===== config.mk =====
export PLATFORM = sky130hd
export DESIGN_NAME = xg_tx_arbiter
export DESIGN_NICKNAME = d
export VERILOG_FILES = /design/src/rtl/xg_arb_pkg.sv /design/src/rtl/xg_tx_arbiter_rr_pick.sv /design/src/rtl/xg_tx_arbiter.sv
export SDC_FILE = /design/constraint.sdc
export NUM_CORES = 1
export LEC_CHECK = 0
export ABC_AREA = 1
export BUFFER_PORTS_ARGS = -buffer_cell sky130_fd_sc_hd__buf_2
export CORE_AREA = 4 4 146 148
export CTS_CLUSTER_SIZE = 16
export DETAILED_ROUTE_END_ITERATION = 16
export DIE_AREA = 0 0 150 152
export SETUP_SLACK_MARGIN = 0.4
export SYNTH_ARGS = -nofsm -noshare
export SYNTH_HDL_FRONTEND = slang
export SYNTH_SLANG_ARGS = --single-unit

===== constraint.sdc =====
create_clock -name clk160m -period 2.47 [get_ports clk160m]
set_input_delay 0.494 -clock clk160m [delete_from_list [all_inputs] [get_ports clk160m]]
set_output_delay 0.494 -clock clk160m [all_outputs]
set_load 0.02 [all_outputs]

===== src/rtl/xg_arb_pkg.sv =====
// Shared types and constants for the 10G MAC TX frame arbiter.
package xg_arb_pkg;

  typedef enum logic {
    ST_IDLE = 1'b0,
    ST_XFER = 1'b1
  } arb_state_t;

  localparam int DATA_W_DEF = 64;

  function automatic int keep_w(input int data_w);
    return data_w / 8;
  endfunction

  localparam int KEEP_W = keep_w(DATA_W_DEF);

endpackage


===== src/rtl/xg_tx_arbiter_rr_pick.sv =====
// Round-robin winner selection: rotate requests so last+1 sits at bit 0,
// priority-encode the lowest set bit, then rotate the index back.
module rr_pick #(
  parameter int N     = 4,
  parameter int IDX_W = 2
) (
  input  logic [N-1:0]     req,
  input  logic [IDX_W-1:0] last,
  output logic [IDX_W-1:0] winner,
  output logic             any
);

  logic [2*N-1:0] dbl;
  logic [N-1:0]   rot;
  int             start;
  int             pe;

  always_comb begin
    dbl   = {req, req};
    start = (int'(last) >= N - 1) ? 0 : int'(last) + 1;
    rot   = dbl[start +: N];
    pe    = 0;
    for (int i = N - 1; i >= 0; i--) begin
      if (rot[i]) pe = i;
    end
    any    = |req;
    winner = IDX_W'((start + pe) % N);
  end

endmodule


===== src/rtl/xg_tx_arbiter.sv =====
// Packet-level round-robin arbiter feeding the MAC wrapper AXI-Stream TX port.
// Handshake: a beat moves when tvalid and tready are both high at clk160m edge.
module xg_tx_arbiter
  import xg_arb_pkg::*;
#(
  parameter int NUM_PORTS = 4,
  parameter int DATA_W    = DATA_W_DEF,
  parameter int IDX_W     = $clog2(NUM_PORTS)
) (
  input  logic                          clk160m,
  input  logic                          reset_n,
  input  logic                          mac_ready,
  input  logic [NUM_PORTS*DATA_W-1:0]   s_tdata,
  input  logic [NUM_PORTS*DATA_W/8-1:0] s_tkeep,
  input  logic [NUM_PORTS-1:0]          s_tvalid,
  input  logic [NUM_PORTS-1:0]          s_tlast,
  output logic [NUM_PORTS-1:0]          s_tready,
  output logic [DATA_W-1:0]             m_tdata,
  output logic [DATA_W/8-1:0]           m_tkeep,
  output logic                          m_tvalid,
  input  logic                          m_tready,
  output logic                          m_tlast,
  output logic [NUM_PORTS-1:0]          grant,
  output logic                          frame_done,
  output logic [IDX_W-1:0]              frame_port
);

  localparam int KW = keep_w(DATA_W);

  arb_state_t       state;
  logic [IDX_W-1:0] cur_idx;
  logic [IDX_W-1:0] last_q;
  logic [IDX_W-1:0] winner;
  logic             any_req;
  logic             last_beat;

  rr_pick #(
    .N     (NUM_PORTS),
    .IDX_W (IDX_W)
  ) u_pick (
    .req    (s_tvalid),
    .last   (last_q),
    .winner (winner),
    .any    (any_req)
  );

  // Output path is a pure mux: no pipeline stage between source and MAC.
  always_comb begin
    m_tdata  = '0;
    m_tkeep  = '0;
    m_tvalid = 1'b0;
    m_tlast  = 1'b0;
    s_tready = '0;
    if (state == ST_XFER) begin
      m_tdata           = s_tdata[int'(cur_idx)*DATA_W +: DATA_W];
      m_tkeep           = s_tkeep[int'(cur_idx)*KW +: KW];
      m_tvalid          = s_tvalid[cur_idx];
      m_tlast           = s_tlast[cur_idx];
      s_tready[cur_idx] = m_tready;
    end
  end

  assign last_beat = m_tvalid & m_tready & m_tlast;

  // mac_ready only gates new grants; an in-flight frame always completes.
  always_ff @(posedge clk160m) begin
    if (!reset_n) begin
      state      <= ST_IDLE;
      grant      <= '0;
      cur_idx    <= '0;
      last_q     <= IDX_W'(NUM_PORTS - 1);
      frame_done <= 1'b0;
      frame_port <= '0;
    end else begin
      frame_done <= 1'b0;
      case (state)
        ST_IDLE: begin
          if (mac_ready && any_req) begin
            grant   <= NUM_PORTS'(1) << winner;
            cur_idx <= winner;
            last_q  <= winner;
            state   <= ST_XFER;
          end
        end
        ST_XFER: begin
          if (last_beat) begin
            grant      <= '0;
            frame_done <= 1'b1;
            frame_port <= cur_idx;
            state      <= ST_IDLE;
          end
        end
        default: state <= ST_IDLE;
      endcase
    end
  end

endmodule


==> flow_summary_export.csv, run 1 <==
group,metric,value,unit
worst_hold_path,hp-class,"reg -> reg",
floorplan,fp.dieArea,0.02280,mm²
timing,min_period,2141,ps
finish,layout_common_cells,"buf_2, nand3_1, a31oi_1",
grt,grt.total_usage,0.1533,
setup_path,crit_cells,7,
power_and_ir_drop,p_per_area,475.9,mW/mm²
clock_tree,hold_buffers,0,
timing,fmax,467.0,MHz
floorplan,start_util,0.1379,
setup_path,cp-startpoint,"cur_idx[0]",
clock_tree,cts_buffer_depth,2,
setup_path,cpMaxStageDelayCell,"dfxtp_4",
finish,final_common_cell,"buf_2",
synth,synthCells,478,
grt,globalRouteMet3Util,0.02741,
timing,drv_slew,0,
synth,synthAdderAreaFrac,0.009058,
setup_path,path_class,"reg -> out",
synth,yosysSeqAreaShare,0.08696,
finish,fill_cells,2241,
grt,met2_usage,0.2689,
setup_path,ff2ff_path_depth,16,
synth,synth_cell_types,27,
timing,fin_ws,328.7,ps
worst_hold_path,hold_depth,2,
finish,final_nets,1156,
synth,muxShareOfSynthArea,0,
setup_path,critPathCaptureType,"primary output",
placement,port_buffers,384,
power_and_ir_drop,totalPowerFinal,2.882,mW
grt,antenna_found_initial,0,
timing,worst_pin_slew,409.7,ps
drt,antenna_left,0,
grt,grt_overflow,0,
grt,grt_pass1_vias,5181,
timing,setup_violations,0,
setup_path,r2r_start,"last_q[0]",
placement,hpwl,13630,µm
floorplan,rows,52,
setup_path,max_stage_delay,440,ps
timing,hold_violations,0,
clock_tree,worst_skew_pair.late_latency,240,ps
finish,n_antenna_cell,0,
setup_path,endpoint,"m_tkeep[1]",
setup_path,reg2reg_slack,380,ps
finish,drive_gt1_frac,0.6108,
synth,ys_ff_latch,12,
power_and_ir_drop,ir_worst_vdd,187.0,µV
finish,final_cell_area,0.006055,mm²
grt,grt-busiest-layer,"met2",
setup_path,start_kind,"flop",
synth,yosysTopAreaCell,"nand3_1",
clock_tree,cts-root-buf,"clkbuf_16",
synth,synth-simple-area-share,0.3999,
finish,areaGrowthSynthToFinish,119.2,%
synth,synth-compound-area-share,0.3931,
setup_path,cp_top_family,"buffers and inverters",
timing,slew_headroom,0.7269,
placement,place_congestion,0.9310,
timing,rsz0062_at_grt,"yes",
drt,drt-total-wl,21750,µm
floorplan,chipWidth,150,µm
timing,finalSetupTns,0,ps
timing,skew,0.8533,ps
synth,ys_warn_count,0,
setup_path,cp.required,1980,ps
synth,synth_nets,780,
clock_tree,clk_pin_slew,40,ps
setup_path,arrival,1650,ps
clock_tree,clock-sinks,12,
setup_path,crit_buf_inv,4,
run_status,status,"finished clean",
synth,post_synth_xor_area_fraction,0.003170,
drt,drt-initial-drc-count,646,
setup_path,critical_path.max_fanout,17,
clock_tree,cts_tree,"done",
floorplan,fp.dieH,152,µm
placement,post-place-ws,171.1,ps
floorplan,core-area,0.02004,mm²
floorplan,ios,385,
drt,drc,0,
clock_tree,h-tree-depth,1,
finish,final_cell_count_no_fill,1123,
grt,grt_pass1_wl,28350,µm
grt,grt_max_degree,77,
placement,dp_cells,1090,
placement,dpl_cell_area,0.005031,mm²
synth,syn_avg_cell_area,5.780,µm²
drt,wl_per_cell,19.37,µm
synth,synth_top_family_by_area,"simple AND/OR/NAND/NOR gates",
synth,mappedNetlistArea,0.002763,mm²
setup_path,cp_cell_sequence,"clkinv_8 -> nand2_8 -> inv_8 -> bufbuf_16 -> a22oi_1 -> a31oi_1 -> buf_2",
power_and_ir_drop,p_leak,2.908,nW
drt,first_pass_iters,6,
run,drv_cap,0,
timing,fin_crit_sh,0.8669,
drt,vias,5693,
drt,routed_via_density,5.069,
clock_tree,cts_inserted_buffers,3,
setup_path,rr_endpoint,"grant[0]",
synth,netlist.area_leader.share,0.2935,
synth,synthTopCellsByArea,"nand3_1, a22oi_1, a31oi_1, dfxtp_1, nand2_1",
grt,met1_usage,0.1967,
==> timing repair <==
action                                  in CTS  in global routing
buffers inserted                            11                  7
gates cloned                                 5                  6
pin swaps                                   23                 31
gates resized for setup                     76                 53
endpoints found under the setup margin      77                 80
==> power by group <==
part           internal (mW)  total (mW)  leakage (nW)  switching (mW)
logic                  0.991        2.30          2.76            1.31
clock network          0.244       0.330        0.0442          0.0857
registers              0.220       0.249        0.0992          0.0296
total                   1.46        2.88          2.91            1.43
==> cell usage after synthesis <==
library cell    n
xor2_1          1
and3_1          1
clkbuf_1       41
nand4_1         2
nand2_4         1
clkinv_1        2
inv_1          13
buf_1           9
nand2_2         6
nor2_2          2
buf_2           5
o21ai_0         1
inv_2           3
nand3_1       162
a21oi_1         7
ha_1            2
o211ai_1        2
a31oi_4         1
a22oi_1        72
nor2_4          1
dfxtp_1        12
clkinv_2        2
buf_4           1
a31oi_1        73
nand2_1        45
nor2_1          9
o22ai_1         2
==> final cells by class <==
type | count | area, µm² | area share
multi-input combinational | 390 | 2589 | 0.4276
inverter | 20 | 112.6 | 0.01860
timing repair buffer | 427 | 2674 | 0.4416
clock buffer | 4 | 88.84 | 0.01467
sequential | 12 | 252.7 | 0.04174
tap | 270 | 337.8 | 0.05580
==> state kept, by name, indices dropped and copies added, names as in the netlist <==
signal	cells
state	1
frame_done	1
grant	4
frame_port	2
cur_idx	2
last_q	2
==> routing by layer <==
metal | share of wire | vias to the layer above
met5 | 0 | -
met4 | 0.018 | 0
met3 | 0.10 | 55
met2 | 0.50 | 413
li1 | - | 2596
met1 | 0.39 | 2629
==> tightest hold or removal path, stage by stage (launching register included) <==
cell     delay, ps
dfxtp_1        300
nand2_1         60
a21oi_1         50
==> logic make-up (layout without fill, tap and decap cells) <==
group | after synthesis | count (layout)
AO/OA/AOI/OAI | 158 | 158
adder cells (fa/ha/maj) | 2 | 2
buffers and inverters | 76 | 451
XOR/XNOR | 1 | 1
flip-flops | 12 | 12
AND/OR/NAND/NOR | 229 | 229
==> worst min path at each step <==
stage          slack (ps)            end           from
3_3_place_gp          450  frame_port[1]  frame_port[1]
2_1_floorplan         440      last_q[1]      last_q[1]
4_1_cts               460  frame_port[1]  frame_port[1]
5_1_grt               480      last_q[0]        reset_n
3_5_place_dp          450  frame_port[1]  frame_port[1]
6_report              460  frame_port[0]  frame_port[0]
==> metrics by stage <==
step	utilization	hold WS (ps)
2_1_floorplan	-	444.7
3_3_place_gp	0.2511	451.0
3_5_place_dp	0.2511	452.7
4_1_cts	0.2833	459.0
5_1_grt	0.3021	478.8
6_report	0.3021	458.7
(Power assumes the default switching activity.)
==> run 2, diff against run 1 <==
--- a/config.mk
+++ b/config.mk
@@ -10,2 +10,3 @@
 export CORE_AREA = 4 4 146 148
+export CTS_CLUSTER_DIAMETER = 60
 export CTS_CLUSTER_SIZE = 16
--- a/constraint.sdc
+++ b/constraint.sdc
@@ -3,2 +3,2 @@
 set_output_delay 0.494 -clock clk160m [all_outputs]
-set_load 0.02 [all_outputs]
+set_load 0.05 [all_outputs]
==> run 2 against run 1 <==
Compared with the run above: total power increased by 28%; clock power is 1% higher; critical path type unchanged; hold slack got worse by 1.5 ps; sequential share of layout area fell by 0.73 points; utilization grew 6.4 points; final cell count grew 0.98%; largest cell class is now multi-input combinational cells; wire length up 7.8%.
==> flow_summary_export.csv, run 2 (synthesized netlist as in run 1, its figures left out) <==
group,metric,value,unit
setup_path,cp.required,1980,ps
drt,wl_per_cell,20.69,µm
finish,largest_register,"grant",
timing,finalSetupTns,0,ps
finish,areaGrowthSynthToFinish,165.4,%
finish,final_common_cell,"buf_2",
worst_hold_path,hp-class,"reg -> reg",
timing,fin_crit_sh,0.8847,
power_and_ir_drop,clkPwrFrac,0.091,
timing,slew_headroom,0.7246,
floorplan,fp.dieArea,0.02280,mm²
setup_path,path_class,"reg -> out",
power_and_ir_drop,p_sw,1.947,mW
setup_path,arrival,1690,ps
grt,grt_overflow,0,
power_and_ir_drop,power.internal,1.728,mW
placement,place_congestion,0.9022,
timing,worst_pin_slew,413.2,ps
setup_path,critical_path.max_fanout,7,
floorplan,rows,52,
grt,grt_pass1_vias,5583,
clock_tree,clk_pin_slew,50,ps
worst_hold_path,hold_depth,2,
placement,port_buffers,384,
floorplan,ios,385,
drt,routed_via_density,5.069,
timing,min_period,2185,ps
setup_path,r2r_start,"last_q[0]",
grt,grt_pass1_wl,31590,µm
finish,drive_gt1_frac,0.7329,
worst_hold_path,hold_path.startpoint,"frame_port[1]",
placement,hpwl,14960,µm
power_and_ir_drop,p_per_area,501.2,mW/mm²
finish,post-route-util,0.3658,
power_and_ir_drop,p_leak,3.045,nW
drt,drc,0,
grt,antenna_found_initial,3,
finish,final_cell_area,0.007331,mm²
power_and_ir_drop,switching_share,0.5298,
clock_tree,cts-root-buf,"clkbuf_16",
timing,setup_violations,0,
grt,grt.total_usage,0.1743,
setup_path,reg2reg_slack,340,ps
drt,antenna_left,0,
clock_tree,cts_inserted_buffers,3,
clock_tree,h-tree-depth,1,
worst_hold_path,hold_path_end,"frame_port[1]",
timing,fmax,457.6,MHz
finish,largest_reg_flops,4,
drt,first_pass_iters,8,
grt,grt_max_degree,59,
timing,rsz0062_at_grt,"yes",
clock_tree,cts_buffer_depth,2,
power_and_ir_drop,pwr-share-comb,0.842,
timing,skew,3.182,ps
floorplan,fp.dieH,152,µm
clock_tree,worst_skew_pair.late_latency,240,ps
drt,vias,5748,
floorplan,chipWidth,150,µm
drt,drt-initial-drc-count,390,
floorplan,core-area,0.02004,mm²
timing,drv_slew,0,
setup_path,ff2ff_path_depth,16,
setup_path,rr_endpoint,"grant[2]",
setup_path,start_kind,"flop",
run_status,status,"finished clean",
power_and_ir_drop,seqPwrFrac,0.067,
power_and_ir_drop,ir_worst_vdd,246.3,µV
placement,dpl_cell_area,0.005678,mm²
finish,final_nets,1164,
clock_tree,clock-sinks,12,
setup_path,critPathCaptureType,"primary output",
floorplan,start_util,0.1379,
clock_tree,hold_buffers,0,
timing,hold_violations,0,
drt,drt-total-wl,23460,µm
clock_tree,cts_tree,"done",
finish,layout_common_cells,"buf_2, nand3_1, a22oi_2",
run,drv_cap,0,
-- run 2: changes by cell type in the layout (fill, tap and decap cells not counted), sizes merged --
cell | before | now
buf | 420 | 428
bufbuf | 2 | 0
clkbuf | 9 | 11
diode | 0 | 3
-- run 2: worst max-delay path: stages, from the launching register on --
cell	delay, ps
dfxtp_4	400
inv_8	70
nand2_8	110
clkinv_16	90
buf_16	160
buf_12	140
a22oi_2	190
a31oi_2	120
buf_6	160
-- run 2: worst max path at each step --
| stage | start | end | slack (ps) | depth (start not counted) |
|---|---|---|---|---|
| 3_3_place_gp | last_q[0] | grant[0] | 240 | 17 |
| 4_1_cts | cur_idx[0] | m_tdata[41] | 260 | 7 |
| 2_1_floorplan | cur_idx[1] | m_tdata[32] | 380 | 5 |
| 5_1_grt | cur_idx[0] | m_tkeep[6] | 230 | 8 |
| 6_report | cur_idx[0] | m_tkeep[6] | 280 | 8 |
| 3_5_place_dp | last_q[0] | grant[0] | 170 | 17 |
-- run 2: power groups by stage --
stage	clock network, mW	logic [mW]	registers, mW
4_1_cts	0.336	2.77	0.246
5_1_grt	0.343	3.25	0.250
3_5_place_dp	0	2.10	0.244
2_1_floorplan	0	1.42	0.271
6_report	0.334	3.09	0.247
3_3_place_gp	0	2.09	0.243
-- run 2: per-stage QoR --
stage / hold WS (ps) / setup slack (ps) / std cells / total power, mW
after global routing: 487.2 / 230.6 / 1133 / 3.847
after detailed placement: 454.8 / 171.0 / 1091 / 2.343
after global placement: 455.9 / 241.7 / 1091 / 2.336
final: 457.2 / 284.8 / 1134 / 3.675
after CTS: 460.5 / 263.1 / 1116 / 3.347
after floorplan: 444.7 / 380.5 / 478 / 1.696
-- run 2: area by class of cell --
class / count / area, µm²
inverters: 20 / 123.9
fillers: 2069 / 12710
repair buffers: 435 / 3174
clock buffers: 4 / 88.84
well taps: 270 / 337.8
multi-input cells: 390 / 3346
flip-flops and latches: 12 / 252.7
diodes: 3 / 7.507
-- run 2: what timing repair did --
action                     4_1_cts  5_1_grt
pin swaps                       28       53
resized for setup              215       70
setup endpoints to repair       81       80
gates cloned                     7        5
buffers inserted                14       10
-- run 2: layer usage --
metal  global-route usage  routed length (µm)  part of all wire
met4              0.04314                 561             0.024
met2               0.3129               11760              0.50
met3              0.03128                2060             0.088
met1               0.2130                9075              0.39
met5                    0                   0                 0
==> run 3, diff against run 2 <==
CTS_BUF_LIST = sky130_fd_sc_hd__clkbuf_4   (was not set)
==> run 3 against run 2 <==
Compared with the run above: non-clock buffer count up 46; flip-flop and latch count unchanged; global-route usage up 1.1 points; maximum frequency down 1.6%; clock skew down 1.9 ps; clock-buffer cell count down 1; final cell count up 4.1%; critical path type unchanged; largest cell class is now buffers.
==> flow_summary_export.csv, run 3 (synthesized netlist as in run 1, its figures left out) <==
group,metric,value,unit
timing,slew_headroom,0.7266,
clock_tree,clk_pin_slew,80,ps
worst_hold_path,hp-class,"in -> reg",
placement,place_congestion,0.9022,
finish,largest_reg_flops,4,
timing,skew,1.291,ps
timing,fin_ws,249.6,ps
timing,hold_slack,439.2,ps
clock_tree,cts_buffer_depth,2,
finish,largest_register,"grant",
clock_tree,clock-sinks,12,
setup_path,cp-startpoint,"cur_idx[1]",
finish,final_cell_count_no_fill,1180,
run_status,status,"finished clean",
timing,finalSetupTns,0,ps
finish,layout_common_cells,"buf_2, nand3_1, buf_6",
placement,post-place-ws,171.0,ps
grt,grt.total_usage,0.1855,
drt,vias,6087,
run,drv_cap,0,
finish,area.sequential,252.7,µm²
grt,grt_pass1_vias,5622,
finish,final_common_cell,"buf_2",
setup_path,reg2reg_slack,310,ps
finish,final_nets,1210,
timing,min_period,2220,ps
worst_hold_path,hold_path.startpoint,"reset_n",
power_and_ir_drop,ir_worst_vdd,180.5,µV
timing,worst_pin_slew,410.1,ps
floorplan,core-area,0.02004,mm²
floorplan,chipWidth,150,µm
clock_tree,cts-root-buf,"clkbuf_4",
power_and_ir_drop,p_leak,3.455,nW
setup_path,path_class,"reg -> out",
floorplan,fp.dieArea,0.02280,mm²
power_and_ir_drop,p_per_area,495.2,mW/mm²
clock_tree,cts_inserted_buffers,3,
finish,areaGrowthSynthToFinish,200.8,%
setup_path,ff2ff_path_depth,17,
finish,drive_gt1_frac,0.7762,
drt,wl_per_cell,23.84,µm
grt,grt_max_degree,92,
drt,antenna_left,0,
floorplan,fp.dieH,152,µm
setup_path,critPathCaptureType,"primary output",
grt,grt_pass1_wl,33050,µm
timing,drv_slew,0,
setup_path,rr_endpoint,"grant[0]",
placement,port_buffers,384,
setup_path,critical_path.max_fanout,7,
placement,hpwl,14960,µm
setup_path,endpoint,"m_tdata[35]",
placement,dp_cells,1091,
clock_tree,cts_tree,"done",
grt,antenna_found_initial,3,
timing,setup_violations,0,
setup_path,start_kind,"flop",
drt,first_pass_iters,5,
clock_tree,h-tree-depth,1,
drt,routed_via_density,5.158,
timing,fmax,450.4,MHz
setup_path,cp.required,1980,ps
setup_path,r2r_start,"last_q[0]",
finish,fill_cells,1999,
grt,grt_overflow,0,
timing,rsz0062_at_grt,"yes",
finish,multi_input_area,0.003518,mm²
drt,drt-total-wl,28130,µm
timing,hold_violations,0,
drt,drc,0,
setup_path,arrival,1730,ps
floorplan,start_util,0.1379,
floorplan,ios,385,
floorplan,rows,52,
drt,drt-initial-drc-count,405,
timing,fin_crit_sh,0.8989,
clock_tree,hold_buffers,0,
clock_tree,worst_skew_pair.late_latency,270,ps
run 3: layer usage:
layer	vias up	part of all wire	global-route usage
met2	392	0.49	0.3275
met1	2925	0.40	0.2350
met3	44	0.083	0.03575
met4	0	0.027	0.03399
li1	2726	-	-
met5	-	0	0
run 3: layout make-up:
cell class                      instances  share of cell area
Inverter                               20             0.01491
Tap cell                              270             0.04065
Antenna cell                            3           0.0009033
Sequential cell                        12             0.03041
Clock buffer                            3            0.002710
Timing Repair Buffer                  481              0.4866
Clock inverter                          1           0.0004517
Multi-Input combinational cell        390              0.4234
run 3: metrics by stage:
step                power (mW)  instance area (µm²)    util
floorplan                1.696                 3421       -
global placement         2.336                 5678  0.2833
CTS                      3.324                 7036  0.3511
detailed placement       2.343                 5678  0.2833
finish                   4.115                 8310  0.4147
global route             4.285                 8308  0.4146
run 3: power by group:
group | leakage (nW) | total (mW) | internal (mW) | switching [mW]
Clock | 0.0154 | 0.128 | 0.0585 | 0.0695
Sequential | 0.0992 | 0.248 | 0.218 | 0.0293
Combinational | 3.34 | 3.74 | 1.66 | 2.08
run 3: critical path, cell delays in order (launching register included):
cell and delay (ps):
dfxtp_4 400, buf_4 150, buf_12 150, buf_16 150
buf_4 120, nand3_2 90, a31oi_4 190, buf_6 180
run 3: how the worst min path moves through the flow:
stage	endpoint	cells past startpoint	slack, ps
2_1_floorplan	last_q[1]	2	440
3_3_place_gp	frame_port[0]	2	460
3_5_place_dp	frame_port[1]	2	450
4_1_cts	last_q[0]	2	430
5_1_grt	last_q[0]	2	440
6_report	last_q[0]	2	440
run 3: what timing repair did:
| action | in CTS | in global routing |
|---|---|---|
| setup buffers | 21 | 24 |
| gates cloned | 13 | 24 |
| endpoints found under the setup margin | 81 | 82 |
| resized for setup | 212 | 158 |
| pin swaps | 43 | 75 |
